$ cat src/rtl/seq_run_ctrl_pkg.sv
// Shared state encoding and step-index helper for the light-pattern run controller.
package seq_run_ctrl_pkg;

  localparam int STATE_W = 2;

  typedef enum logic [STATE_W-1:0] {
    S_IDLE  = 2'b00,
    S_RUN   = 2'b01,
    S_PAUSE = 2'b10
  } state_t;

  function automatic logic [3:0] idx_next(input logic [3:0] idx, input logic [3:0] last);
    return (idx == last) ? 4'd0 : idx + 4'd1;
  endfunction

endpackage

$ cat src/rtl/seq_run_ctrl_tick_div.sv
// Step-rate divider: counts enabled clocks, tick is high on the enabled clock where the count is TICK_DIV-1.
module tick_div #(
  parameter int TICK_DIV = 500,
  parameter int CNT_W    = 9
) (
  input  logic clk,
  input  logic rst_n,
  input  logic en,
  input  logic clr,
  output logic tick
);

  localparam logic [CNT_W-1:0] CNT_LAST = CNT_W'(TICK_DIV - 1);

  logic [CNT_W-1:0] cnt;

  assign tick = en && (cnt == CNT_LAST);

  always_ff @(posedge clk or negedge rst_n) begin
    if (!rst_n) begin
      cnt <= '0;
    end else if (clr) begin
      cnt <= '0;
    end else if (en) begin
      cnt <= (cnt == CNT_LAST) ? '0 : cnt + CNT_W'(1);
    end
  end

endmodule

$ cat src/rtl/seq_run_ctrl.sv
// Run controller for the 3-bit pattern stepper: button pulses -> step_en / seq_clr / boundary-aligned mode.
// Optional auto-stop after RUN_CYCLES pattern cycles when SEQ_RUN_LIMIT_EN is defined.
module seq_run_ctrl
  import seq_run_ctrl_pkg::*;
#(
  parameter int TICK_DIV   = 500,
  parameter int CNT_W      = 9,
  parameter int CYCLE_LEN  = 8,
  parameter int RUN_CYCLES = 4
) (
  input  logic               clk,
  input  logic               CR_n,
  input  logic               start,
  input  logic               stop,
  input  logic               pause,
  input  logic               step,
  input  logic               mode_req,
  output logic               step_en,
  output logic               seq_clr,
  output logic               mode_out,
  output logic               mode_pend,
  output logic [3:0]         step_idx,
  output logic [STATE_W-1:0] state_o,
  output logic               done
);

  localparam logic [3:0] IDX_LAST = 4'(CYCLE_LEN - 1);

  state_t state;
  logic   tick, tmr_en, tmr_clr;
  logic   adv, wrap, mode_nxt, limit_hit;

  // Timer is frozen on the edge a pause/stop is taken so resume loses no counts.
  assign tmr_en  = (state == S_RUN) && !stop && !pause;
  assign tmr_clr = (state == S_IDLE) || stop;

  tick_div #(.TICK_DIV(TICK_DIV), .CNT_W(CNT_W)) u_tick_div (
    .clk   (clk),
    .rst_n (CR_n),
    .en    (tmr_en),
    .clr   (tmr_clr),
    .tick  (tick)
  );

  always_comb begin
    adv      = tick || ((state == S_PAUSE) && step && !stop && !start && !pause);
    wrap     = adv && (step_idx == IDX_LAST);
    mode_nxt = ((state == S_IDLE) || wrap) ? mode_req : mode_out;
  end

`ifdef SEQ_RUN_LIMIT_EN
  localparam int CYC_W = $clog2(RUN_CYCLES + 1);
  logic [CYC_W-1:0] cyc_cnt;

  assign limit_hit = wrap && (cyc_cnt == CYC_W'(RUN_CYCLES - 1));

  always_ff @(posedge clk or negedge CR_n) begin
    if (!CR_n) begin
      cyc_cnt <= '0;
    end else if (stop || (state == S_IDLE) || limit_hit) begin
      cyc_cnt <= '0;
    end else if (wrap) begin
      cyc_cnt <= cyc_cnt + CYC_W'(1);
    end
  end
`else
  assign limit_hit = 1'b0;
`endif

  assign state_o = state;

  always_ff @(posedge clk or negedge CR_n) begin
    if (!CR_n) begin
      state     <= S_IDLE;
      step_en   <= 1'b0;
      seq_clr   <= 1'b0;
      mode_out  <= 1'b0;
      mode_pend <= 1'b0;
      step_idx  <= 4'd0;
      done      <= 1'b0;
    end else begin
      step_en   <= 1'b0;
      seq_clr   <= 1'b0;
      done      <= limit_hit;
      mode_out  <= mode_nxt;
      mode_pend <= mode_req ^ mode_nxt;
      if (adv) step_idx <= idx_next(step_idx, IDX_LAST);
      case (state)
        S_IDLE: begin
          if (stop) begin
            seq_clr <= 1'b1;
          end else if (start) begin
            state    <= S_RUN;
            seq_clr  <= 1'b1;
            step_idx <= 4'd0;
          end
        end
        S_RUN: begin
          if (stop) begin
            state    <= S_IDLE;
            seq_clr  <= 1'b1;
            step_idx <= 4'd0;
          end else if (pause) begin
            state <= S_PAUSE;
          end else if (tick) begin
            step_en <= 1'b1;
          end
        end
        S_PAUSE: begin
          if (stop) begin
            state    <= S_IDLE;
            seq_clr  <= 1'b1;
            step_idx <= 4'd0;
          end else if (start || pause) begin
            state <= S_RUN;
          end else if (step) begin
            step_en <= 1'b1;
          end
        end
        default: state <= S_IDLE;
      endcase
      // Auto-stop keeps the last pattern on display: no seq_clr here.
      if (limit_hit) state <= S_IDLE;
    end
  end

endmodule

$ cat config.mk
export PLATFORM = sky130hd
export DESIGN_NAME = seq_run_ctrl
export DESIGN_NICKNAME = d
export VERILOG_FILES = /design/src/rtl/seq_run_ctrl_pkg.sv /design/src/rtl/seq_run_ctrl_tick_div.sv /design/src/rtl/seq_run_ctrl.sv
export SDC_FILE = /design/constraint.sdc
export NUM_CORES = 1
export LEC_CHECK = 0
export CAP_MARGIN = 20
export CORE_ASPECT_RATIO = 0.8
export CORE_MARGIN = 2
export CORE_UTILIZATION = 47
export CTS_BUF_LIST = sky130_fd_sc_hd__clkbuf_8 sky130_fd_sc_hd__clkbuf_16
export CTS_CLUSTER_SIZE = 30
export DETAILED_ROUTE_END_ITERATION = 8
export PLACE_DENSITY = 0.74
export SLEW_MARGIN = 20
export SYNTH_ARGS = -nofsm -noshare
export SYNTH_HDL_FRONTEND = slang
export SYNTH_SLANG_ARGS = --single-unit
$ cat constraint.sdc
create_clock -name clk -period 1.45 [get_ports clk]
set_input_delay 0.29 -clock clk [delete_from_list [all_inputs] [get_ports clk]]
set_output_delay 0.29 -clock clk [all_outputs]
set_load 0.03 [all_outputs]
==> Word level (Yosys, flattened, before mapping) <==
Index checks and enable logic that the tools add are counted.
{ "totals": {"regBits": 19, "input_bits": 7, "out_inout_bits": 11, "word_cells": 65} }
{ "classes": {"add_sub_neg": 2, "n_eq_ne": 8, "muxes": 28, "bitwise_logic": 1, "reduce_logical": 19} }
{ "ops": {"columns": ["cell", "n"], "rows": [
  ["$mux W9", 3],
  ["$mux W4", 5],
  ["$mux W2", 6],
  ["$mux W1", 10],
  ["$add A9 B1 Y9 const B", 1],
  ["$eq A9 B9 Y1 const B", 1],
  ["$logic_and A1 B1 Y1", 8],
  ["$pmux W4 S2", 1],
  ["$pmux W2 S3", 1],
  ["$add A4 B1 Y4 const B", 1],
  ["$eq A4 B3 Y1 const B", 1],
  ["$logic_or A1 B1 Y1", 4],
  ["$ne A2 B2 Y1 const B", 2],
  ["$pmux W1 S2", 2],
  ["$reduce_and A4 Y1", 1],
  ["$logic_not A1 Y1", 3],
  ["$ne A3 B2 Y1 const B", 1],
  ["$ne A3 B3 Y1 const B", 1],
  ["$eq A2 B1 Y1 const B", 1],
  ["$eq A2 B2 Y1 const B", 1],
  ["$logic_not A2 Y1", 1],
  ["$reduce_bool A2 Y1", 1],
  ["$reduce_or A2 Y1", 1],
  ["$xor A1 B1 Y1", 1]
]} }

==> Longest topological paths before layout <==
{ "depth": {"word_depth": 10, "mapped_depth": 7} }

==> Hierarchy <==
From an unflattened synthesis, not the netlist that was laid out.
{ "hier_totals": {"hier_cells": 119, "area_unflattened_um2": 1133.6} }
{ "modules_own_cells": {"columns": ["module", "instances", "cells_each", "area_per_inst_um2", "seq_area_each_um2"], "rows": [
  ["seq_run_ctrl", 1, 62, 606.8, 250.2],
  ["tick_div", 1, 57, 526.8, 225.2]
]} }

==> Least setup slack after synthesis <==
No wires, ideal clock.
{ "synth_path": {"kind": "flip-flop to flip-flop", "from": "register state[0] (netlist: state_o[0])", "to": "register mode_out", "setup_ns": 0.141, "arrival_time_ns": 1.591, "path_slack_ns": -0.281, "path_stages_with_launch": 7, "path_cell_list": "dfrtp_1 > inv_1 > ha_1 > nor4b_2 > and2_2 > a221oi_1 > o311ai_1"} }
{ "synth_via": {"elab_chain_len": 9, "elab_cells_between_ends": 14, "classes_between": "2 x eq/ne; 1 x mux; 11 x reduce/logical"} }
{ "synth_rtl": {"columns": ["item", "line_no", "rtl"], "rows": [
  ["start: declaration", "seq_run_ctrl.sv:29", "state_t state;"],
  ["start signal: assignment", "seq_run_ctrl.sv:74", "state <= S_IDLE;"],
  ["start signal: assignment", "seq_run_ctrl.sv:93", "state <= S_RUN;"],
  ["start signal: assignment", "seq_run_ctrl.sv:100", "state <= S_IDLE;"],
  ["$eq A2 B2 Y1", "seq_run_ctrl.sv:46", "adv = tick || ((state == S_PAUSE) && step && !stop && !start && !pause);"],
  ["$logic_and A1 B1 Y1 (4 in series)", "seq_run_ctrl.sv:46", null],
  ["$logic_or A1 B1 Y1", "seq_run_ctrl.sv:46", null],
  ["$logic_and A1 B1 Y1", "seq_run_ctrl.sv:47", "wrap = adv && (step_idx == IDX_LAST);"],
  ["$logic_or A1 B1 Y1 (*)", "seq_run_ctrl.sv:48", "mode_nxt = ((state == S_IDLE) || wrap) ? mode_req : mode_out;"],
  ["$mux W1 (*)", "seq_run_ctrl.sv:48", null],
  ["named net mode_nxt", "seq_run_ctrl.sv:31", "logic adv, wrap, mode_nxt, limit_hit;"],
  ["end signal: assignment", "seq_run_ctrl.sv:85", "mode_out <= mode_nxt;"],
  ["end: declaration", "seq_run_ctrl.sv:20", "output logic mode_out,"]
]} }
The timed path passes the listed nets; every way through them passes the cells marked *.
A chain may end at the register's enable or synchronous reset.

==> Final worst setup path <==
{ "layout_path": {"from": "register state[1] (netlist: state_o[1])", "to": "register step_idx[3]"} }
{ "layout_via": {"elab_chain_len": 10, "elab_cells_between_ends": 17, "classes_between": "2 x eq/ne; 5 x mux; 10 x reduce/logical"} }
{ "layout_rtl": {"columns": ["item", "line_no", "rtl"], "rows": [
  ["$eq A2 B2 Y1", "seq_run_ctrl.sv:46, seq_run_ctrl.sv:88", null],
  ["$logic_and A1 B1 Y1 (4 in series)", "seq_run_ctrl.sv:46", null],
  ["$logic_or A1 B1 Y1", "seq_run_ctrl.sv:46", null],
  ["$mux W4", "seq_run_ctrl.sv:87", "if (adv) step_idx <= idx_next(step_idx, IDX_LAST);"],
  ["$mux W4", "seq_run_ctrl.sv:92", "end else if (start) begin"],
  ["$mux W4", "seq_run_ctrl.sv:90", "if (stop) begin"],
  ["$pmux W4 S2 (*)", "seq_run_ctrl.sv:88", "case (state)"],
  ["end signal: assignment", "seq_run_ctrl.sv:87", null],
  ["end: declaration", "seq_run_ctrl.sv:22", "output logic [3:0] step_idx,"]
]} }
Mark *: on every way between the ends. The rest lies on a longest branch, timed or not.

==> tab_implementation.tex <==
\begin{tabular}{lr}
\hline
Metric & Value \\
\hline
\multicolumn{2}{l}{\textbf{Die}} \\
\quad Total core area & 2380 µm² \\
\quad Number of primary I/O pins & 18 \\
\quad Die Span Y & 48.3 µm \\
\quad Area enclosed by the die boundary & around 2900 µm² \\
\quad Starting density of the core & 0.484 \\
\quad Number of standard-cell rows in the floorplan & 16 \\
\quad Die width & between 50 and 60 µm \\
\multicolumn{2}{l}{\textbf{Synth}} \\
\quad Ranking of synthesized cells by area & dfrtp\_1 (41\%), ha\_1 (6.5\%), xnor2\_1 (6.1\%) \\
\quad Synthesized Nets & around 130 \\
\quad Post-synthesis register bit count & 19 \\
\quad Area of the mapped netlist & 1150 µm² \\
\quad Yosys top cell area share & 0.412 \\
\quad Synth warn & 0 \\
\quad Cell type with the highest aggregate area in the netlist & dfrtp\_1 \\
\quad Number of instances in the synthesized netlist & 120 \\
\quad Fraction of registers with async set/reset & 1.00 \\
\quad Count of flip-flops with a built-in enable after synthesis & 0 \\
\quad Portion of the post-synthesis area used by sequential elements & 0.412 \\
\quad Dominant cell by count in the synthesized netlist & dfrtp\_1 \\
\quad Dominant register cell in the synthesized netlist & dfrtp\_1 \\
\quad Count of cell types in the netlist & 36 \\
\quad Cell types with the highest counts after synthesis & dfrtp\_1 (19), nor2\_1 (13), nand2\_1 (10) \\
\quad Synthesized area per cell & between 9 and 10 µm² \\
\multicolumn{2}{l}{\textbf{Cells and area}} \\
\quad Total non-filler cell area in the finished layout & 1890 µm² \\
\quad \# fillers & $\sim$130 \\
\quad \# diodes & 0 \\
\quad Area growth from synthesis to layout & 64.0\% \\
\quad Layout Cells excl Fill & just under 200 \\
\quad Final net count & roughly 180 \\
\quad Fraction of final layout cells sized beyond drive strength 1 & 0.509 \\
\multicolumn{2}{l}{\textbf{Global route}} \\
\quad Wire length of the first global-routing pass & 5530 µm \\
\quad Most utilized layer in the global route result & met2 \\
\quad Number of global-route vias before repair & between 1000 and 1500 \\
\quad Met1 track demand over resource & 0.332 \\
\quad GR Overflow Total & 0 \\
\quad Overall routing resource usage & 0.255 \\
\quad Met3 Usage GRT & 0.0615 \\
\quad Initial antenna violation count & 0 \\
\quad Largest net degree at the start of global routing & 20 \\
\quad GR Util met2 & 0.425 \\
\multicolumn{2}{l}{\textbf{Timing}} \\
\quad Clock period minus final worst setup slack & roughly 1600 ps \\
\quad Setup violations, final & 14 \\
\quad Setup ws final & -158 ps \\
\quad Post-route fraction of the period consumed by the critical path & 1.11 \\
\quad Tightest hold margin & 359 ps \\
\quad Fmax & 622 MHz \\
\quad Total count of hold-check failures in the final report & 0 \\
\quad RSZ-0062 raised after global routing & true \\
\quad Final Max Slew Viols & 0 \\
\quad Worst Skew & $\sim$1.1 ps \\
\multicolumn{2}{l}{\textbf{Run status}} \\
\quad Outcome & finished with violations \\
\quad Violations in the final reports & negative setup slack \\
\multicolumn{2}{l}{\textbf{Routing}} \\
\quad Detailed-route vias per instance & 5.79 \\
\quad Wirelength, routed & $\sim$3600 µm \\
\quad ANT nets after route & 0 \\
\quad First-pass iteration count of the detailed router & 4 \\
\quad Number of design rule violations left after detail routing & 0 \\
\quad First-iteration detailed-routing DRC count & between 50 and 60 \\
\quad Routed length per instance & between 15 and 20 µm \\
\quad Vias after detailed routing & approximately 1100 \\
\multicolumn{2}{l}{\textbf{Critical path}} \\
\quad Required @ worst endpoint & approximately 1600 ps \\
\quad Arrival time reported for the critical path endpoint & $\sim$1800 ps \\
\quad WS Path Type & register to register \\
\quad Critical path fanouts, max & 5 \\
\quad Type of element capturing the critical path & register \\
\quad Type of origin of the critical path & register \\
\multicolumn{2}{l}{\textbf{Hold path}} \\
\quad Kind of path behind the tightest hold check & input port to asynchronous set/reset pin \\
\multicolumn{2}{l}{\textbf{Clock tree}} \\
\quad H-tree depth & 1 \\
\quad CTS tree & yes \\
\quad Cell at the root of the clock tree & clkbuf\_8 \\
\quad Maximum buffer depth of the clock tree & 2 \\
\quad Later-pin clock latency in the skew report & 260 ps \\
\quad Total number of clock tree sinks & 19 \\
\quad Post-cts hold buffer count & 0 \\
\quad Cts bufs inserted & 3 \\
\quad Clock-pin slew on the worst setup and hold paths & 80 ps \\
\multicolumn{2}{l}{\textbf{Power and ir drop}} \\
\quad Largest voltage drop on the vdd net & 0.00139 V \\
\quad Total power & between 0.002 and 0.003 W \\
\quad Power density normalized to cell area & 1350 nW/µm² \\
\quad LEAKAGE & between 0.7 and 0.8 nW \\
\multicolumn{2}{l}{\textbf{Placed design}} \\
\quad Place WS & -389 ps \\
\quad Number of port buffers & 16 \\
\quad Number of cells in the design after placement & around 180 \\
\quad Placed instance area & 1580 µm² \\
\quad Weighted congestion at the end of routability-driven global placement & roughly 0.9 \\
\quad Hpwl dp & approximately 2200 µm \\
\multicolumn{2}{l}{\textbf{Job}} \\
\quad Max-cap violation count & 0 \\
\hline
\end{tabular}
==> critical path, stage by stage, from the launching register on <==
cell	delay, ps
dfrtp_2	460
inv_4	110
ha_4	150
and4bb_4	280
nand3_4	130
a21oi_2	200
mux2i_1	210
==> sequential cells by signal (all words and copies together) (netlist names) <==
signal,cells
u_tick_div.cnt,9
step_idx,4
mode_out,1
step_en,1
seq_clr,1
state_o,2
mode_pend,1
==> cells in the final DEF (no fill, tap or decap), types with 5 or more instances in the layout <==
cell type	n
a211oi_2	5
a21oi_1	5
buf_4	27
clkdlybuf4s50_1	5
dfrtp_1	15
dlygate4sd2_1	9
nand2_1	6
nand3_1	7
nor2_2	5
xnor2_1	6
==> per-stage QoR <==
| step | TNS, ps | utilization |
|---|---|---|
| after detailed placement | -5580 | 0.662 |
| after floorplan | -546 | - |
| after global placement | -4500 | 0.662 |
| after CTS | -499 | 0.747 |
| final | -1430 | 0.794 |
| after global routing | -2050 | 0.794 |
==> final cells by class <==
cell class                      count  area [µm²]  share of cell area
Timing Repair Buffer               46         397               0.210
Clock buffer                        3        41.3              0.0218
Clock inverter                      1        5.00             0.00265
Multi-Input combinational cell     93         913               0.483
Inverter                            5        21.3              0.0112
Tap cell                           27        33.8              0.0179
Sequential cell                    19         480               0.254
==> cell families after synthesis <==
logic type,Yosys count,synth area share
buffers and inverters,8,0.0304
and+or+nand+nor,50,0.247
muxes,4,0.0358
AOI/OAI and AO/OA,23,0.138
other,1,0.00325
xor gates and xnor gates,9,0.0683
DFF,19,0.412
adders and majority gates,6,0.0651
==> worst paths after layout <==
check,from,to,slack (ps),cells past startpoint
setup / recovery,state_o[1],step_idx[3],-160,6
hold / removal,CR_n,u_tick_div.cnt[5],360,2
setup reg to reg,state_o[1],step_idx[3],-160,6
hold reg to reg,step_idx[3],step_idx[3],600,2
max in group asynchronous,CR_n,step_idx[1],860,2
min in group clk,step_idx[3],step_idx[3],600,2
==> timing repair <==
action / 4_1_cts / 5_1_grt
buffers inserted: 7 / 3
gates resized for setup: 37 / 21
pin swaps: 17 / 8
endpoints found under the hold margin: 0 / 0
setup endpoints to repair: 25 / 17
==> where the power goes <==
group	switching [W]	internal (W)	leakage, nW
Sequential	0.0000636	0.000603	0.250
Combinational	0.000768	0.000722	0.504
Clock	0.000208	0.000192	0.0255
==> per-layer routing <==
layer,part of all wire,routed length [µm]
met5,0,0
met4,0.021,76
met3,0.066,237
met2,0.50,1780
met1,0.41,1480
Note: power is estimated with default switching activity, not from simulation.
